## config.mk

```make
export PLATFORM = sky130hd
export DESIGN_NAME = axistream_downsizer
export DESIGN_NICKNAME = d
export VERILOG_FILES = /design/src/rtl/axis_pkg.sv /design/src/rtl/axis_stat_counter.sv /design/src/rtl/axistream_downsizer.sv
export SDC_FILE = /design/constraint.sdc
export NUM_CORES = 1
export LEC_CHECK = 0
export CORE_ASPECT_RATIO = 0.5
export CORE_MARGIN = 2
export CORE_UTILIZATION = 47
export DETAILED_ROUTE_END_ITERATION = 8
export PLACE_DENSITY = 0.78
export SKIP_LAST_GASP = 1
export SLEW_MARGIN = 0
export SYNTH_ARGS = -nofsm -noshare
export SYNTH_HDL_FRONTEND = slang
export SYNTH_HIERARCHICAL = 1
export SYNTH_SLANG_ARGS = --single-unit
```

## constraint.sdc

```tcl
create_clock -name axi_aclk -period 5.36 [get_ports axi_aclk]
set_input_delay 0.536 -clock axi_aclk [delete_from_list [all_inputs] [get_ports axi_aclk]]
set_output_delay 0.536 -clock axi_aclk [all_outputs]
set_load 0.005 [all_outputs]
```

## src/rtl/axis_pkg.sv

```systemverilog
// Shared AXI Stream width helpers for the forwarder/downsizer/snooper blocks.
// Width constants describe the default 128->32 datapath.
package axis_pkg;

  localparam int unsigned AXIS_IN_WIDTH  = 128;
  localparam int unsigned AXIS_OUT_WIDTH = 32;

  // Index width for a sub-word selector; never narrower than one bit.
  function automatic int unsigned idx_width(input int unsigned ratio);
    return (ratio > 1) ? 32'($clog2(ratio)) : 32'd1;
  endfunction

  localparam int unsigned RATIO = AXIS_IN_WIDTH / AXIS_OUT_WIDTH;
  localparam int unsigned IDX_W = idx_width(RATIO);

  // Narrow word idx of a wide beat; msb_first selects network byte order.
  function automatic logic [AXIS_OUT_WIDTH-1:0] subword(
    input logic [AXIS_IN_WIDTH-1:0] data,
    input logic [IDX_W-1:0]         idx,
    input bit                       msb_first
  );
    int unsigned sel;
    sel = msb_first ? (RATIO - 32'd1 - 32'(idx)) : 32'(idx);
    return AXIS_OUT_WIDTH'(data >> (sel * AXIS_OUT_WIDTH));
  endfunction

endpackage

```

## src/rtl/axis_stat_counter.sv

```systemverilog
// Free-running statistics counter: increments on each qualified handshake
// and wraps silently.
module axis_stat_counter #(
  parameter int unsigned WIDTH = 32
) (
  input  logic             clk,
  input  logic             rst_n,
  input  logic             i_inc,
  output logic [WIDTH-1:0] o_count
);

  always_ff @(posedge clk or negedge rst_n) begin
    if (!rst_n) begin
      o_count <= '0;
    end else if (i_inc) begin
      o_count <= o_count + WIDTH'(1);
    end
  end

endmodule

```

## src/rtl/axistream_downsizer.sv

```systemverilog
// Wide-to-narrow AXI Stream width converter with one holding register,
// zero-bubble beat pass-through and running beat/packet statistics.
module axistream_downsizer
  import axis_pkg::*;
#(
  parameter int unsigned IN_WIDTH  = 128,
  parameter int unsigned OUT_WIDTH = 32,
  parameter bit          MSB_FIRST = 1'b1,
  parameter int unsigned CNT_WIDTH = 32
) (
  input  logic                 axi_aclk,
  input  logic                 axi_aresetn,
  input  logic [IN_WIDTH-1:0]  s_TDATA,
  input  logic                 s_TVALID,
  output logic                 s_TREADY,
  input  logic                 s_TLAST,
  output logic [OUT_WIDTH-1:0] m_TDATA,
  output logic                 m_TVALID,
  input  logic                 m_TREADY,
  output logic                 m_TLAST,
  output logic [CNT_WIDTH-1:0] pkt_count,
  output logic [CNT_WIDTH-1:0] word_count,
  output logic                 busy
);

  localparam int unsigned SUB_RATIO = IN_WIDTH / OUT_WIDTH;
  localparam int unsigned SUB_IDX_W = idx_width(SUB_RATIO);
  localparam logic [SUB_IDX_W-1:0] LAST_IDX = SUB_IDX_W'(SUB_RATIO - 1);

  typedef enum logic {ST_EMPTY, ST_FULL} state_t;

  state_t                r_state;
  logic [IN_WIDTH-1:0]   r_buf;
  logic                  r_last;
  logic                  r_tlast;
  logic                  r_busy;
  logic                  r_live;
  logic [SUB_IDX_W-1:0]  r_idx;

  logic                  w_full;
  logic                  w_at_end;
  logic                  w_out_hs;
  logic                  w_drain;
  logic                  w_load;
  logic                  w_load_tlast;
  logic [SUB_IDX_W-1:0]  w_next_idx;
  logic [IN_WIDTH-1:0]   w_shifted;

  assign w_full       = (r_state == ST_FULL);
  assign w_at_end     = (r_idx == LAST_IDX);
  assign w_next_idx   = r_idx + SUB_IDX_W'(1);
  assign w_out_hs     = w_full & m_TREADY;
  assign w_drain      = w_out_hs & w_at_end;
  assign w_load_tlast = s_TLAST & (SUB_RATIO == 1);

  // Ready is held low until the first clock after reset release.
  assign s_TREADY = r_live & (!w_full | w_drain);
  assign w_load   = s_TVALID & s_TREADY;

  assign m_TVALID = w_full;
  assign m_TLAST  = r_tlast;
  assign busy     = r_busy;

  // The holding register shifts so the outgoing word is always a fixed slice.
  generate
    if (MSB_FIRST) begin : g_msb
      assign m_TDATA   = r_buf[IN_WIDTH-1 -: OUT_WIDTH];
      assign w_shifted = r_buf << OUT_WIDTH;
    end else begin : g_lsb
      assign m_TDATA   = r_buf[OUT_WIDTH-1:0];
      assign w_shifted = r_buf >> OUT_WIDTH;
    end
  endgenerate

  always_ff @(posedge axi_aclk or negedge axi_aresetn) begin
    if (!axi_aresetn) begin
      r_state <= ST_EMPTY;
      r_buf   <= '0;
      r_last  <= 1'b0;
      r_tlast <= 1'b0;
      r_busy  <= 1'b0;
      r_live  <= 1'b0;
      r_idx   <= '0;
    end else begin
      r_live <= 1'b1;
      if (w_out_hs) begin
        r_busy <= !r_tlast;
      end
      case (r_state)
        ST_EMPTY: begin
          if (w_load) begin
            r_buf   <= s_TDATA;
            r_last  <= s_TLAST;
            r_idx   <= '0;
            r_tlast <= w_load_tlast;
            r_state <= ST_FULL;
          end
        end
        ST_FULL: begin
          if (m_TREADY) begin
            if (!w_at_end) begin
              r_buf   <= w_shifted;
              r_idx   <= w_next_idx;
              r_tlast <= r_last & (w_next_idx == LAST_IDX);
            end else if (w_load) begin
              r_buf   <= s_TDATA;
              r_last  <= s_TLAST;
              r_idx   <= '0;
              r_tlast <= w_load_tlast;
            end else begin
              r_tlast <= 1'b0;
              r_state <= ST_EMPTY;
            end
          end
        end
        default: r_state <= ST_EMPTY;
      endcase
    end
  end

  axis_stat_counter #(.WIDTH(CNT_WIDTH)) u_word_cnt (
    .clk     (axi_aclk),
    .rst_n   (axi_aresetn),
    .i_inc   (w_out_hs),
    .o_count (word_count)
  );

  axis_stat_counter #(.WIDTH(CNT_WIDTH)) u_pkt_cnt (
    .clk     (axi_aclk),
    .rst_n   (axi_aresetn),
    .i_inc   (w_out_hs & r_tlast),
    .o_count (pkt_count)
  );

endmodule
```

**Word-level counts from Yosys, hierarchy flattened**

Index checks and enable logic that the tools add are counted.

- Register bits: 199
- Input port bits: 133

- Mux-type cells: 20
- Bitwise logic cells: 8
- $add $sub $neg: 3
- Reduce and logical (&&, ||, !) cells: 4
- Equal/unequal tests: 5

Operators with widths:

| operator | count |
|---|---|
| 128-bit 2-to-1 mux | 3 |
| 128-bit case mux with 2 select lines | 1 |
| 32-bit by 1-bit adder with 32-bit output, second input constant | 2 |
| 1-bit 2-to-1 mux | 9 |
| 1-bit bitwise AND | 6 |
| 2-bit 2-to-1 mux | 3 |
| 1-bit case mux with 2 select lines | 3 |
| 2-bit == test, second input constant | 2 |
| 2-bit inequality test, second input constant | 2 |
| 2-bit case mux with 2 select lines | 1 |
| 2-bit AND reduction | 2 |
| 2-bit by 1-bit adder with 2-bit output, second input constant | 1 |
| 1-bit zero test | 2 |
| 2-bit by 1-bit inequality test with 1-bit output, second input constant | 1 |
| 1-bit inverter | 1 |
| 1-bit OR | 1 |

**Longest topological paths before layout**

- Depth in word-level cells: 9
- Depth in mapped cells: 6

**By module**

The synthesis kept the hierarchy.

Modules (own cells, without submodules):

| module | cells each | sequential area each (um^2) | times used | area an instance (um^2) |
|---|---|---|---|---|
| axistream_downsizer | 524 | 3378.2 | 1 | 5930.7 |
| axis_stat_counter | 123 | 800.8 | 2 | 1448.9 |

**Least setup slack after synthesis**

No wires, ideal clock.

- Kind: input-to-reg
- Start point: input port m_TREADY
- End point: register u_word_cnt.o_count[23]
- Arrival: 1.939 ns
- Slack: 3.342 ns
- Buffers on the path: 0
- Stages on the path: 6
- Required time: 5.281 ns
- Cells stage by stage: nand2_1 > inv_1 > nand4_4 > or4_4 > nor4_2 > xor2_1

- Longest elaborated chain between the ends: 1

Ends and longest elaborated chain:

| element | line | RTL |
|---|---|---|
| start: declaration | axistream_downsizer.sv:19 | `input logic m_TREADY,` |
| 1-bit bitwise AND | axistream_downsizer.sv:52 | `assign w_out_hs = w_full & m_TREADY;` |
| named net w_out_hs | axistream_downsizer.sv:42 | `logic w_out_hs;` |
| end signal: assignment | axis_stat_counter.sv:16 | `o_count <= o_count + WIDTH'(1);` |
| end: declaration | axis_stat_counter.sv:9 | `output logic [WIDTH-1:0] o_count` |

The timed path passes the listed nets, and every way through them passes these cells.
A chain may end at the register's enable or synchronous reset.

**Final worst setup path**

- Start point: input port m_TREADY
- End point: output port s_TREADY

- Longest elaborated chain between the ends: 4

Ends and longest elaborated chain:

| element | line | RTL |
|---|---|---|
| 1-bit bitwise AND | axistream_downsizer.sv:52 |  |
| 1-bit bitwise AND | axistream_downsizer.sv:53 | `assign w_drain = w_out_hs & w_at_end;` |
| 1-bit OR | axistream_downsizer.sv:57 | `assign s_TREADY = r_live & (!w_full \| w_drain);` |
| 1-bit bitwise AND | axistream_downsizer.sv:57 |  |
| end: declaration | axistream_downsizer.sv:15 | `output logic s_TREADY,` |

Every way passes these cells.

==> results.toml <==
[finish]
diodes = 0
nets = 1089
drive_above_1_share_pct = 6.11
area_delta_synth_final_pct = 32.4

[job]
drv_cap = 0

[sta]
min_period_over_period_pct = 62.0
hold_violations = 0
slew_headroom_pct = 30.5
setup_viol = 0
hold_ws_ps = 172
skew_ps = 11.8
slew_violations = 0
rsz0062_at_grt = "false"
fmax_mhz = 301
setup_tns_ps = 0
worst_slew_pin_slew_ps = 1040
period_needed_ps = 3320

[synth]
async_flop_share_pct = 100
synth_top_cell_by_area = "dfrtp_1"
avgSynthCellArea_um2 = 11.5
synth_seq_area_share_pct = 56.4
ys_warn_count = 6
yosys.area.top_type_share_pct = 56.4
synth_edf_count = 0
netlist_instances = 770
ys.flop_type = "dfrtp_1"
synth_seq_cells = 199
syn_nets = 907
synthesis.area_mm2 = 0.00883
synth_cell_types = 39
synth_area_leaders = "dfrtp_1, o32ai_1, a221o_1"

[die]
die_h_um = 101
io_pins = 233
std_cell_rows = 35
dieArea_mm2 = 0.0200
start_util_pct = 48.0
die_w_um = 198
core_mm2 = 0.0184

[clock_tree]
cts-hold-fix-buffers = 0
cts-resized-gates = 0
root_buffer = "clkbuf_16"
post-cts-setup-buffers = 0
cts_buffer_depth = 2
cts_buffers = 17
worstSkewPairLatency_ps = 420
clk_pin_slew_ps = 80
cts_tree = "built"
h-tree-depth = 4
clock_sinks = 199

[power]
ir_worst_vdd_v = 0.000324
p_per_area_mw_per_mm2 = 456
p_leak_nw = 5.26

[global_routing]
overflow = 0
grt.total_usage_pct = 23.7
grt_pass1_vias = 6797
grt_max_degree = 101
grt_pass1_wl_um = 37100
antenna_found_initial = 0

[critical_path]
rrSetupSlack_ps = 2910
cp_top_family = "buffers and inverters"
crit_top_cell = "clkdlybuf4s50_1"
r2r_cells = 5
worst_setup_path_start_kind = "primary input"
max_stage_delay_ps = 860
r2r-end = "u_pkt_cnt/o_count[29]"
crit_required_ps = 4820
endpoint_kind = "primary output"
path_cells = "clkdlybuf4s50_1 > a21bo_1 > and2_1 > clkdlybuf4s50_1"
worstPathMaxFanout = 39
reg2reg_from = "m_TVALID"
worstPathArrival_ps = 2790
crit_type = "in -> out"
critPathSlowestCell = "a21bo_1"
critical_path_buf_inv_count = 2

[drt]
vias = 6920
post-route-drc-count = 0
wirelength_um = 23500
wl_per_cell_um = 19.5
viasPerCell = 5.74
antenna_left = 0
drtPass1Iterations = 5
drtIter0Drc = 486

[worst_hold_path]
hold_class = "in -> async"

[placement]
place_hpwl_um = 16400
place.gp.congestion = 0.812
port-buffer-count = 232

[outcome]
status = "completed"
## cell usage after synthesis, types with 6 or more instances
master	count
nor4_1	8
and4_1	6
nor3_1	10
and2_1	6
o32ai_1	59
nand2_1	25
and3_1	46
nor2_1	8
a21oi_1	59
xor2_1	24
buf_2	24
nand4_1	20
inv_1	66
buf_4	33
clkbuf_1	20
nand3_1	18
a22o_1	32
xnor2_1	39
dfrtp_1	199
a221o_1	37
## power breakdown
group / internal [W] / switching [W] / leakage, nW
clock: 0.000670 / 0.000603 / 0.279
sequential: 0.00197 / 0.000383 / 2.51
combinational: 0.000860 / 0.000843 / 2.47
## how the worst max path moves through the flow
stage | cells after the start | start | slack [ps] | end
4_1_cts | 4 | m_TREADY | 2070 | s_TREADY
6_report | 4 | m_TREADY | 2040 | s_TREADY
2_1_floorplan | 6 | m_TREADY | 3340 | u_word_cnt/o_count[23]
3_5_place_dp | 4 | m_TREADY | 2070 | s_TREADY
5_1_grt | 4 | r_idx[1] | 1950 | s_TREADY
3_3_place_gp | 4 | m_TREADY | 2090 | s_TREADY
## logic make-up (layout without fill, tap and decap cells)
kind of cell    count (synthesis)  count (layout)  share of synthesized area [%]
buf+inv                       144             339                           7.95
other cells                     1               1                         0.0425
xor+xnor                       63              63                           6.25
fa+ha+maj                       4               4                          0.567
flops                         199             199                           56.4
compound gates                194             194                           17.2
mux                             3               3                          0.383
simple gates                  162             162                           11.2
## cells in the final DEF (no fill, tap or decap), types with 7 or more instances in the layout
| master | netlist | routed |
|---|---|---|
| nand4_1 | 20 | 20 |
| nor3_1 | 10 | 10 |
| nand3_1 | 18 | 18 |
| xnor2_1 | 39 | 39 |
| nor2_1 | 8 | 7 |
| a221o_1 | 37 | 37 |
| nor4_1 | 8 | 8 |
| dfrtp_1 | 199 | 199 |
| and3_1 | 46 | 46 |
| clkdlybuf4s50_1 | 0 | 231 |
| inv_1 | 66 | 66 |
| o32ai_1 | 59 | 59 |
| buf_4 | 33 | 8 |
| a22o_1 | 32 | 32 |
| xor2_1 | 24 | 24 |
| clkbuf_16 | 0 | 17 |
| a21oi_1 | 59 | 59 |
| nand2_1 | 25 | 24 |
## flip-flops by register name (all words and copies together), names as in the netlist
name	cells
r_live	1
r_idx	2
u_pkt_cnt/o_count	32
m_TLAST	1
r_buf	128
u_word_cnt/o_count	32
r_last	1
busy	1
m_TVALID	1
## per-stage QoR
step           utilization (%)  instances  setup WS (ps)  area, um2  power (W)
4_1_cts                   63.5       1205           2070      11700    0.00534
5_1_grt                   63.5       1205           1950      11700    0.00562
6_report                  63.5       1205           2040      11700    0.00533
3_3_place_gp              60.4       1173           2090      11100    0.00399
3_5_place_dp              60.4       1173           2070      11100    0.00407
2_1_floorplan                -        770           3340       8830    0.00340
## routing by layer
layer	vias up	wire, um	part of all wire (%)	global-route usage [%]
met1	3498	10800	46	34.2
met3	26	1010	4.3	3.68
met2	218	11300	48	37.5
met4	0	362	1.5	6.48
li1	3178	-	-	-
met5	-	0	0	0
## area by class of cell
cell class | instances | area, um2
inverters | 66 | 248
clock inverters | 13 | 138
clock buffers | 19 | 443
fillers | 1492 | 6710
well taps | 240 | 300
multi-input cells | 427 | 3170
flip-flops and latches | 199 | 4980
repair buffers | 241 | 2410
Power figures use the tool's default switching activity.
==> variant: new RTL, same settings <==
Set the parameter `MSB_FIRST` to 1'b0 (it was 1'b1).
--- a/src/rtl/axistream_downsizer.sv
+++ b/src/rtl/axistream_downsizer.sv
@@ -6,5 +6,5 @@
   parameter int unsigned IN_WIDTH  = 128,
   parameter int unsigned OUT_WIDTH = 32,
-  parameter bit          MSB_FIRST = 1'b1,
+  parameter bit          MSB_FIRST = 1'b0,
   parameter int unsigned CNT_WIDTH = 32
 ) (
Check against the original RTL: not equivalent (a bounded check fails within 4 cycles, from zero or initial values and one cycle with axi_aresetn low).
==> variant against the original RTL <==
  * Sequential cell count is the same
  * Power shrank 3.1%
  * Critical path depth is the same
  * Worst setup slack gained 0.43 ns
  * Clock skew is essentially flat
  * Cell area grew 0.11%
  * Register-to-register slack gained 0.07 ns
  * First-iteration DRC count shrank 8.4%
  * Utilization shrank 0.23 points
  * Synthesized area grew 0.92%
  * Via count is essentially flat
  * Wire length grew 2.1%
  * Non-clock buffer count shrank 3
  * Fmax grew 15%
  * Critical endpoint unchanged
==> variant: results (changes against the original RTL) <==
- Status: completed
- Fraction of layout cells with a size suffix above 1: 5.67% (-0.44 points)
- Syn. warnings: 6 (unchanged)
- Vias in the first global route: 6843 (+0.68%)
- R2r startpoint: r_idx[1]$_DFFE_PN0N_
- IO buf count: 232 (unchanged)
- CP Launch Point: m_TREADY
- Post-synth top cells: dfrtp_1 (199), inv_1 (92), a21oi_1 (85), o32ai_1 (85), buf_4 (43)
- Hpwl dp: 16.6 mm (+1.5%)
- Net Count, Synth: 934 (+3.0%)
- Crit Path Max Fanout: 13 (-67%)
- First-pass GRT wire length: 37.6 mm (+1.3%)
- Drt first pass iters: 5 (unchanged)
- Actual slew at the worst max-slew pin: 1.07 ns (+0.0304 ns)
- Yosys top cell by area: dfrtp_1
- Setup slack, reg-to-reg: 2.98 ns (+0.07 ns)
- Leading post-synthesis cells by cell area: dfrtp_1 (56%), o32ai_1 (8.4%), a21oi_1 (4.8%)
- Critical path's largest stage delay: 0.70 ns (-0.16 ns)
- Post-place setup slack: 2.25 ns (+0.177 ns)
- Skew-Pair Late Insertion Delay: 0.43 ns
- Initial antenna violation count: 0 (unchanged)
- Worst-case clock buffer depth: 2 (unchanged)
- CP delay by family, top: buffers and inverters
- Inserted Clock Buffers: 17 (unchanged)
- Worst Reg-to-Reg Cells: 5 (unchanged)
- Yosys cell types: 39 (unchanged)
- Setup Skew: 0.0120 ns (+0.000205 ns)
- Post-synth ARST share: 100% (unchanged)
- Crit-path slowest cell: clkdlybuf4s50_1
- Peak supply drop: 0.319 mV (-1.5%)
- Worst r2r dst: r_buf[42]$_DFFE_PN0N_
- CTS clock-pin slew for the worst setup and hold paths: 0.08 ns (about the same)
- CTS Hold Bufs: 0 (unchanged)
- Tot GR Track Use: 24.4% (+0.72 points)
- First DRT Iteration DRCs: 445 (-8.4%)
- Vias/cell: 5.56 (-3.2%)
- Largest registers: r_buf x128, u_pkt_cnt/o_count x32, u_word_cnt/o_count x32
- Critical Path AT: 2.36 ns (-0.43 ns)
- Ant. Diodes: 0 (unchanged)
- GPL Wtd Cong: 0.828 (+2.0%)
- Post-CTS Setup Bufs: 0 (unchanged)
- CTS-repair resized insts: 0 (unchanged)
- NumNets Final: 1112 (+2.1%)
- WL/cell: 19.2 um (-1.3%)
- P_leak: 0.00524 uW (-0.45%)
- HP Class: input port to asynchronous set/reset pin
- H-tree depth: 4 (unchanged)
- Most used DFF post-synth: dfrtp_1
- Largest net degree at the start of global routing: 93 (-7.9%)
- Register area share after synthesis: 55.9% (-0.51 points)
- Clock root buffer: clkbuf_16
-- variant: changes by cell type in the layout (fill, tap and decap cells not counted), sizes merged, moves of 3 or more --
cell	delta
and3	-26
o32ai	+26
a21oi	+26
a221o	-26
buf	-3
inv	+28
-- variant: worst max path at each step --
stage                                          to  slack [ns]
2_1_floorplan  u_word_cnt/o_count[23]$_DFFE_PN0P_        3.36
3_3_place_gp    u_pkt_cnt/o_count[31]$_DFFE_PN0P_        2.32
3_5_place_dp    u_pkt_cnt/o_count[31]$_DFFE_PN0P_        2.25
4_1_cts                                  s_TREADY        2.48
5_1_grt                                  s_TREADY        2.39
6_report                                 s_TREADY        2.47
-- variant: power by group --
group	total (uW)	internal [uW]	switching, uW	leakage (uW)
clock	1210	619	592	0.000272
combinational	1670	792	878	0.00249
sequential	2290	1950	331	0.00248
-- variant: per-layer routing --
layer  part of all wire (%)  up-vias  global-route usage (%)
met2                     47      188                    37.8
met3                    5.7       29                    6.19
met1                     45     3467                    34.0
met4                    2.2        0                    8.32
met5                      0        -                       0
li1                       -     3241                       -
-- variant: final cells by class --
type,count,area [um^2]
timing repair buffer,238,2380
multi-input combinational,427,3120
inverter,92,345
clock buffer,18,439
clock inverter,13,110
tap,259,324
fill,1457,6780
sequential,199,4980
-- variant: stage by stage --
stage / instance area [um^2] / util [%] / hold WS (ns) / total power [uW] / instances
global route: 11700 / 63.3 / 0.152 / 5490 / 1246
detailed placement: 11200 / 60.3 / 0.470 / 3970 / 1215
finish: 11700 / 63.3 / 0.121 / 5170 / 1246
global placement: 11200 / 60.3 / 0.477 / 3890 / 1215
CTS: 11700 / 63.3 / 0.154 / 5180 / 1246
floorplan: 8910 / - / 0.240 / 3380 / 797
-- variant: cells by family (layout without fill, tap and decap cells) --
group / count (synthesis) / count (layout) / synth area share [%]
other: 1 / 1 / 0.0421
adder cells (fa/ha/maj): 4 / 4 / 0.562
AND/OR/NAND/NOR: 136 / 136 / 9.30
buffers and inverters: 171 / 361 / 9.39
XOR/XNOR: 63 / 63 / 6.19
multiplexers: 3 / 3 / 0.379
AO/OA/AOI/OAI: 220 / 220 / 18.2
flip-flops: 199 / 199 / 55.9
